### src/rtl/dma_channel_ctrl.sv
// -----------------------------------------------------------------------------
// dma_channel_ctrl
//
// Single-channel fly-by DMA controller. The CPU programs a base address, a
// byte count and a direction; on START the channel waits for the device's
// DREQ, requests the bus with HOLD, and once HLDA is granted it moves one
// byte per bus handshake directly between device and memory:
//   DIR=0 : IOR + MEMW  (IO -> memory)
//   DIR=1 : MEMR + IOW  (memory -> IO)
//
// Optional build macro: DMA_TIMEOUT_EN
//   defined   : each wait for a TReady edge is bounded by TIMEOUT_CYCLES;
//               expiry abandons the transfer and sets the sticky err flag.
//   undefined : waits are unbounded and err is tied low.
//
// Ports
//   clk            system clock, all logic on the rising edge
//   rst_n          synchronous active-low reset
//   cfg_we         register write strobe (one cycle)
//   cfg_addr       register select: 0=BASE, 1=COUNT, 2=CTRL
//   cfg_wdata      register write data; CTRL[0]=START, CTRL[1]=DIR
//   DREQ           device DMA request (level)
//   DACK           DMA acknowledge to the device
//   HOLD / HLDA    bus request to / grant from the CPU
//   Address_Bus_o  memory address, valid while bus_oe is high
//   bus_oe         controller owns address bus, strobes and IReady
//   IOR/IOW/MEMR/MEMW  command strobes
//   IReady         initiator ready
//   TReady         target ready from memory/IO
//   busy           channel armed or transferring
//   tc             one-cycle terminal-count pulse
//   err            sticky timeout error
// -----------------------------------------------------------------------------
module dma_channel_ctrl #(
    parameter int ADDR_W         = 16,
    parameter int CNT_W          = 16,
    parameter int TIMEOUT_CYCLES = 255
) (
    input  logic              clk,
    input  logic              rst_n,
    input  logic              cfg_we,
    input  logic [1:0]        cfg_addr,
    input  logic [15:0]       cfg_wdata,
    input  logic              DREQ,
    output logic              DACK,
    output logic              HOLD,
    input  logic              HLDA,
    output logic [ADDR_W-1:0] Address_Bus_o,
    output logic              bus_oe,
    output logic              IOR,
    output logic              IOW,
    output logic              MEMR,
    output logic              MEMW,
    output logic              IReady,
    input  logic              TReady,
    output logic              busy,
    output logic              tc,
    output logic              err
);

    localparam logic [2:0] S_IDLE    = 3'd0;
    localparam logic [2:0] S_ARMED   = 3'd1;
    localparam logic [2:0] S_REQ     = 3'd2;
    localparam logic [2:0] S_SETUP   = 3'd3;
    localparam logic [2:0] S_ASSERT  = 3'd4;
    localparam logic [2:0] S_RELEASE = 3'd5;
    localparam logic [2:0] S_GAP     = 3'd6;
    localparam logic [2:0] S_DONE    = 3'd7;

    logic [2:0]        r_state;
    logic [2:0]        w_state_next;
    logic [ADDR_W-1:0] r_base;
    logic [CNT_W-1:0]  r_count;
    logic              r_ctrl_dir;
    logic              r_dir;        // direction latched for the active block
    logic [ADDR_W-1:0] r_addr;
    logic [CNT_W-1:0]  r_cnt;
    logic              r_zero_tc;    // tc for a START with COUNT==0
    logic              w_start;
    logic              w_byte_done;  // target released: byte complete
    logic              w_timeout;
    logic              w_own;

    // START is only honoured from IDLE; anywhere else it is dropped.
    assign w_start     = cfg_we && (cfg_addr == 2'd2) && cfg_wdata[0] && (r_state == S_IDLE);
    assign w_byte_done = (r_state == S_RELEASE) && !TReady;

`ifdef DMA_TIMEOUT_EN
    localparam int TO_W = $clog2(TIMEOUT_CYCLES + 1);

    logic [TO_W-1:0] r_to;
    logic            r_err;
    logic            w_waiting;

    // Waiting for the rising TReady edge in ASSERT or the falling edge in RELEASE.
    assign w_waiting = ((r_state == S_ASSERT) && !TReady) ||
                       ((r_state == S_RELEASE) && TReady);
    assign w_timeout = w_waiting && (r_to == TO_W'(TIMEOUT_CYCLES - 1));
    assign err       = r_err;

    always_ff @(posedge clk) begin
        if (!rst_n) begin
            r_to  <= '0;
            r_err <= 1'b0;
        end else begin
            // Counter restarts on every state change so each edge gets a full budget.
            if (w_waiting && (w_state_next == r_state)) begin
                r_to <= r_to + TO_W'(1);
            end else begin
                r_to <= '0;
            end
            if (w_start) begin
                r_err <= 1'b0;
            end else if (w_timeout) begin
                r_err <= 1'b1;
            end
        end
    end
`else
    logic w_unused_timeout;

    assign w_unused_timeout = (TIMEOUT_CYCLES == 0);
    assign w_timeout        = 1'b0;
    assign err              = 1'b0;
`endif

    always_comb begin
        w_state_next = r_state;
        case (r_state)
            S_IDLE: begin
                if (w_start && (r_count != '0)) begin
                    w_state_next = S_ARMED;
                end
            end
            S_ARMED: begin
                if (DREQ) begin
                    w_state_next = S_REQ;
                end
            end
            S_REQ: begin
                if (HLDA) begin
                    w_state_next = S_SETUP;
                end
            end
            S_SETUP: begin
                w_state_next = S_ASSERT;
            end
            S_ASSERT: begin
                if (TReady) begin
                    w_state_next = S_RELEASE;
                end else if (w_timeout) begin
                    w_state_next = S_IDLE;
                end
            end
            S_RELEASE: begin
                if (w_byte_done) begin
                    if (r_cnt == CNT_W'(1)) begin
                        w_state_next = S_DONE;
                    end else if (!HLDA) begin
                        // Grant withdrawn: re-request before the next byte.
                        w_state_next = S_REQ;
                    end else if (DREQ) begin
                        w_state_next = S_SETUP;
                    end else begin
                        w_state_next = S_GAP;
                    end
                end else if (w_timeout) begin
                    w_state_next = S_IDLE;
                end
            end
            S_GAP: begin
                if (!HLDA) begin
                    w_state_next = S_REQ;
                end else if (DREQ) begin
                    w_state_next = S_SETUP;
                end
            end
            S_DONE: begin
                w_state_next = S_IDLE;
            end
            default: begin
                w_state_next = S_IDLE;
            end
        endcase
    end

    always_ff @(posedge clk) begin
        if (!rst_n) begin
            r_state    <= S_IDLE;
            r_base     <= '0;
            r_count    <= '0;
            r_ctrl_dir <= 1'b0;
            r_dir      <= 1'b0;
            r_addr     <= '0;
            r_cnt      <= '0;
            r_zero_tc  <= 1'b0;
        end else begin
            r_state   <= w_state_next;
            r_zero_tc <= w_start && (r_count == '0);

            if (cfg_we && (r_state == S_IDLE)) begin
                case (cfg_addr)
                    2'd0:    r_base     <= ADDR_W'(cfg_wdata);
                    2'd1:    r_count    <= CNT_W'(cfg_wdata);
                    2'd2:    r_ctrl_dir <= cfg_wdata[1];
                    default: ;
                endcase
            end

            if (w_start) begin
                // Working copies; the programmed BASE/COUNT stay intact.
                r_addr <= r_base;
                r_cnt  <= r_count;
                r_dir  <= cfg_wdata[1];
            end else if (w_byte_done) begin
                // Advance only after IReady and TReady are both low.
                r_addr <= r_addr + ADDR_W'(1);
                r_cnt  <= r_cnt - CNT_W'(1);
            end
        end
    end

    // Outputs decode straight from the state register, so a reset edge
    // clears every strobe together with the state.
    assign w_own         = (r_state == S_SETUP) || (r_state == S_ASSERT) || (r_state == S_RELEASE);
    assign bus_oe        = w_own;
    assign DACK          = w_own;
    assign IOR           = w_own && !r_dir;
    assign MEMW          = w_own && !r_dir;
    assign MEMR          = w_own && r_dir;
    assign IOW           = w_own && r_dir;
    assign IReady        = (r_state == S_ASSERT);
    assign HOLD          = (r_state >= S_REQ) && (r_state <= S_GAP);
    assign busy          = (r_state >= S_ARMED) && (r_state <= S_GAP);
    assign tc            = (r_state == S_DONE) || r_zero_tc;
    assign Address_Bus_o = w_own ? r_addr : '0;

endmodule

### config.mk
export PLATFORM = sky130hd
export DESIGN_NAME = dma_channel_ctrl
export DESIGN_NICKNAME = d
export VERILOG_FILES = /design/src/rtl/dma_channel_ctrl.sv
export SDC_FILE = /design/constraint.sdc
export NUM_CORES = 1
export LEC_CHECK = 0
export CORE_ASPECT_RATIO = 1.5
export CORE_MARGIN = 2
export CORE_UTILIZATION = 50
export DETAILED_ROUTE_END_ITERATION = 8
export GPL_ROUTABILITY_DRIVEN = 0
export PLACE_DENSITY = 0.86
export RECOVER_POWER = 25
export SYNTH_ARGS = -nofsm -noshare
export SYNTH_HDL_FRONTEND = slang
export SYNTH_SLANG_ARGS = --single-unit
### constraint.sdc
create_clock -name clk -period 2.6 [get_ports clk]
set_input_delay 0.39 -clock clk [delete_from_list [all_inputs] [get_ports clk]]
set_output_delay 0.39 -clock clk [all_outputs]
set_load 0.05 [all_outputs]
======== Yosys cells after proc, flatten, opt, wreduce, memory -nomap -nowiden ========
Index checks and enable logic that the tools add are counted.
word-level totals
  bits in registers ....................... 69
  output and inout port bits .............. 27
operators by class
  reductions and logical operators ........ 24
  mux-type cells .......................... 16
  add/subtract/negate cells ............... 2
  $lt $le $gt $ge ......................... 3
  eq/ne operators ......................... 16
operators with widths
  cell                     count
  $mux W16                 5
  $mux W3                  10
  $pmux W3 S8              1
  $add A16 B1 Y16 const B  1
  $eq A16 B1 Y1 const B    1
  $logic_not A16 Y1        1
  $reduce_bool A16 Y1      1
  $sub A16 B1 Y16 const B  1
  $eq A3 B3 Y1 const B     4
  $logic_and A1 B1 Y1      11
  $ne A2 B2 Y1 const B     4
  $eq A3 B2 Y1 const B     2
  $reduce_and A6 Y1        1
  $reduce_and A2 Y1        2
  $eq A3 B1 Y1 const B     1
  $ge A3 B1 Y1 const B     1
  $ge A3 B2 Y1 const B     1
  $le A3 B3 Y1 const B     1
  $logic_not A3 Y1         1
  $logic_or A1 B1 Y1       3
  $ne A3 B3 Y1 const B     1
  $eq A2 B1 Y1 const B     1
  $eq A2 B2 Y1 const B     1
  $logic_not A1 Y1         2
  3 further kinds          3

======== Depth between registers and ports, before layout ========
  word-level depth ........................ 7
  depth in mapped cells ................... 7
  mapped depth without buffers ............ 6

======== Worst setup path after synthesis ========
OpenSTA, ideal clock, no wires.
  path type ............................... register -> output
  start ................................... reg r_state[0]
  end ..................................... out MEMW
  arrival time ............................ 2.192 ns
  path buffers ............................ 2
  slack ................................... 0.018 ns
  data required time ...................... 2.210 ns
  stages on the path, launching flop included .. 6
  cell sequence ........................... dfxtp_1 clkbuf_1 nand2_1 o21ai_1 nor2b_1 buf_4
between the ends
  word-level cells in the longest chain between the ends .. 4
  elaborated cells on any way between the ends .. 6
ends and longest elaborated chain
  element                                       line  text
  start, declared                               70    logic [2:0] r_state;
  start signal, assigned                        198   r_state <= w_state_next;
  $eq A3 B2 Y1 or $eq A3 B3 Y1 (tied branches)  225   assign w_own = (r_state == S_SETUP) || (r_state == S_ASSERT) || (r_state == S_RELEASE);
  $logic_or A1 B1 Y1                            225
  $logic_or A1 B1 Y1 (*)                        225
  $logic_and A1 B1 Y1 (*)                       -
  end, declared                                 53    output logic MEMW,
Mark *: on every way between the ends. The rest lies on a longest branch, timed or not.

======== Worst setup path in the final report ========
  start ................................... reg r_state[0]
  end ..................................... out busy
between the ends
  word-level cells in the longest chain between the ends .. 2
  elaborated cells on any way between the ends .. 3
ends and longest elaborated chain
  element                                       line  text
  $ge A3 B1 Y1 or $le A3 B3 Y1 (tied branches)  234   assign busy = (r_state >= S_ARMED) && (r_state <= S_GAP);
  $logic_and A1 B1 Y1 (*)                       234
  end, declared                                 56    output logic busy,
Marked as above.

==> results.cfg <==
[outcome]
status = complete, no violations

[clock_tree]
cts_setup_buffers = 0
cts_resized = 0
cts_tree = done
cts_root_buf = clkbuf_8
hold_buffers = 0
path_clk_slew_ns = 0.07
clock_latency_ns = 0.34
clock_sink_count = 69
htree_num_levels = 3
clock_path_buffers = 2
numCtsBuffers = 9

[power_and_ir_drop]
p_leak_nw = 1.70
ir_worst_vdd_uv = 384
power.total_mw = 2.92
powerDensity_mw_per_mm2 = 660

[timing]
min_period_over_period_pct = 95.1
rsz0062_at_grt = no
setup_ws_ns = 0.128
finalSetupViolCount = 0
tightest_slew_ns = 1.09
tns_ns = 0
whs_ns = 0.487
hold_viol = 0
fmax_mhz = 405
period_minus_slack_ns = 2.47
slew-limit-headroom_pct = 27.6
drv_slew = 0
skew_ns = 0.00611

[placed_design]
postPlaceCellArea_sq_mm = 0.00426
post-place-ws_ns = 0.0321
dpl.hpwl_um = 6710
numPortBuffers = 49
place.detailed.instances = 517

[logic_synthesis]
ys_ff_latch = 69
syn-cell-area_sq_mm = 0.00354
avgSynthCellArea_sq_um = 8.72
yosysWarnings = 0
syn_inst = 406
synth_flop_cell = dfxtp_1
synthDistinctLibCells = 63
async_flop_share_pct = 0
syn_nets = 433
yosysSeqAreaShare_pct = 39.0
synth_edf_count = 0

[routing]
vias = 3388
via_per_inst = 6.36
drc_errors = 0
post_drt_wl_per_cell_um = 17.5
drt_pass1_iterations = 5
wl_um = 9310
antenna_left = 0
drt_iter0_markers = 273

[finish]
drive_above_1_share_pct = 12.3
final_cell_area_sq_mm = 0.00442
final-instance-count-excl-fill = 533
fill_cells = 561
syn_to_final_growth_pct = 24.7
antenna_cells = 0
final_nets = 477
final_util_pct = 64.5

[hold_path]
hold_class = flip-flop to flip-flop
hold_depth = 2
hp-start = r_base[8]$_SDFFE_PN0P_

[global_routing]
grt_pass1_vias = 3242
grt-ovfl-total = 0
grt_pass1_wl_um = 15500
antenna_found_initial = 0
grtUsageTotal_pct = 25.4
grt_max_degree = 29

[setup_path]
cp_slowest_cell = clkdlybuf4s50_1
worstSetupPathType = flip-flop to output port
rr_endpoint = r_base[1]$_SDFFE_PN0P_
critical_path.startpoint = r_state[0]$_SDFFE_PN0P_
required_ns = 2.21
r2r_cells = 5
rrSetupSlack_ns = 0.39
crit_top_cell = nor2_1
endpoint_kind = output port
cp_slowest_stage_delay_ns = 0.71
endpoint = busy
cp_max_fo = 15
crit_path_start_kind = flip-flop
crit_chain = nand2_1 > nor2_1 > nor2_1 > clkdlybuf4s50_1
worstReg2RegStart = r_state[0]$_SDFFE_PN0P_
worstPathArrival_ns = 2.08

[die]
initial_utilization_pct = 51.7
die_w_um = 72.7
die_y_um = 107
dieArea_sq_mm = 0.00778
rows = 37
pin_count = 51
core_area_sq_mm = 0.00685

[flow_run]
cap_violations = 0
-- placed cells by master, fill, tap and decap left out, types with 3 or more instances in the layout --
cell type        count
o311ai_0             3
nor4_1               8
or3_1               13
clkbuf_8            11
mux2i_1             36
xor2_1               5
o21ai_0             10
nand3_1             11
a221oi_1             4
clkinv_2             3
nand4_1             12
nand2b_1             3
a22oi_1              4
nor2_1              56
nor3_1               4
dfxtp_1             69
and3_1               6
nand4b_1             3
inv_1                7
a311o_1              3
o211ai_1             6
and2_1              18
a211oi_1             3
nand2_1             27
ha_1                 3
buf_4               10
buf_12              22
a31oi_1             12
a21oi_1             18
clkdlybuf4s50_1     26
-- synthesized netlist by cell type (4+ instances only) --
cell type,instances,area (sq um)
o211ai_1,6,45.0
nor3_1,4,20.0
buf_2,7,35.0
o21ai_0,10,50.1
nor4_1,8,50.1
or3_1,12,75.1
a221oi_1,4,35.0
nand4_1,12,75.1
and3_1,6,37.5
nand2_1,26,97.6
mux2i_1,36,360
nand3_1,11,55.1
dfxtp_1,69,1380
and2_1,18,113
inv_1,7,26.3
clkbuf_1,9,33.8
xor2_1,5,43.8
a22oi_1,4,30.0
buf_4,6,45.0
a31oi_1,12,75.1
nor2_1,56,210
a21oi_1,18,90.1
-- critical path: cells and delay by family, from the launching register on --
family / cells / cell delay [ns]
simple gates: 3 / 0.44
buf+inv: 1 / 0.71
flops: 1 / 0.59
-- cells by family (layout without fill, tap and decap cells) --
group / after synthesis / count (layout) / share of synthesized area [%]
adder cells (fa/ha/maj): 3 / 3 / 1.06
buffers and inverters: 35 / 84 / 5.94
AND/OR/NAND/NOR: 178 / 178 / 27.4
multiplexers: 36 / 36 / 10.2
flip-flops: 69 / 69 / 39.0
XOR/XNOR: 6 / 6 / 1.48
other: 1 / 1 / 0.106
AO/OA/AOI/OAI: 78 / 78 / 14.9
-- where the power goes --
| group | switching (mW) | internal [mW] |
|---|---|---|
| Clock | 0.392 | 0.393 |
| Sequential | 0.0890 | 1.13 |
| Combinational | 0.546 | 0.369 |
-- worst min path at each step --
| stage | to | slack [ns] |
|---|---|---|
| 2_1_floorplan | r_addr[10]$_SDFFE_PN0P_ | 0.44 |
| 4_1_cts | r_addr[8]$_SDFFE_PN0P_ | 0.49 |
| 3_5_place_dp | r_addr[8]$_SDFFE_PN0P_ | 0.47 |
| 6_report | r_addr[8]$_SDFFE_PN0P_ | 0.49 |
| 5_1_grt | r_addr[8]$_SDFFE_PN0P_ | 0.51 |
| 3_3_place_gp | r_dir$_SDFFE_PN0P_ | 0.45 |
-- flip-flops by register name (all words and copies together) (netlist names) --
name       count
r_addr        16
r_base        16
r_cnt         16
r_count       16
r_state        3
r_dir          1
r_zero_tc      1
-- layer usage --
layer / share of wire, % / wire length, um / global-route usage, % / vias to the layer above
met1: 38 / 3540 / 29.3 / 1631
met4: 3.8 / 358 / 13.6 / 0
met3: 5.4 / 502 / 3.01 / 42
li1: - / - / - / 1573
met2: 53 / 4910 / 44.5 / 142
met5: 0 / 0 / 0 / -
-- cell type report --
type | count | area [sq um] | area share (%)
Clock inverter | 4 | 22.5 | 0.510
Sequential cell | 69 | 1380 | 31.3
Timing Repair Buffer | 61 | 798 | 18.1
Clock buffer | 12 | 155 | 3.51
Multi-Input combinational cell | 302 | 1940 | 43.8
Inverter | 7 | 26.3 | 0.595
Tap cell | 78 | 97.6 | 2.21
Power figures use the tool's default switching activity.
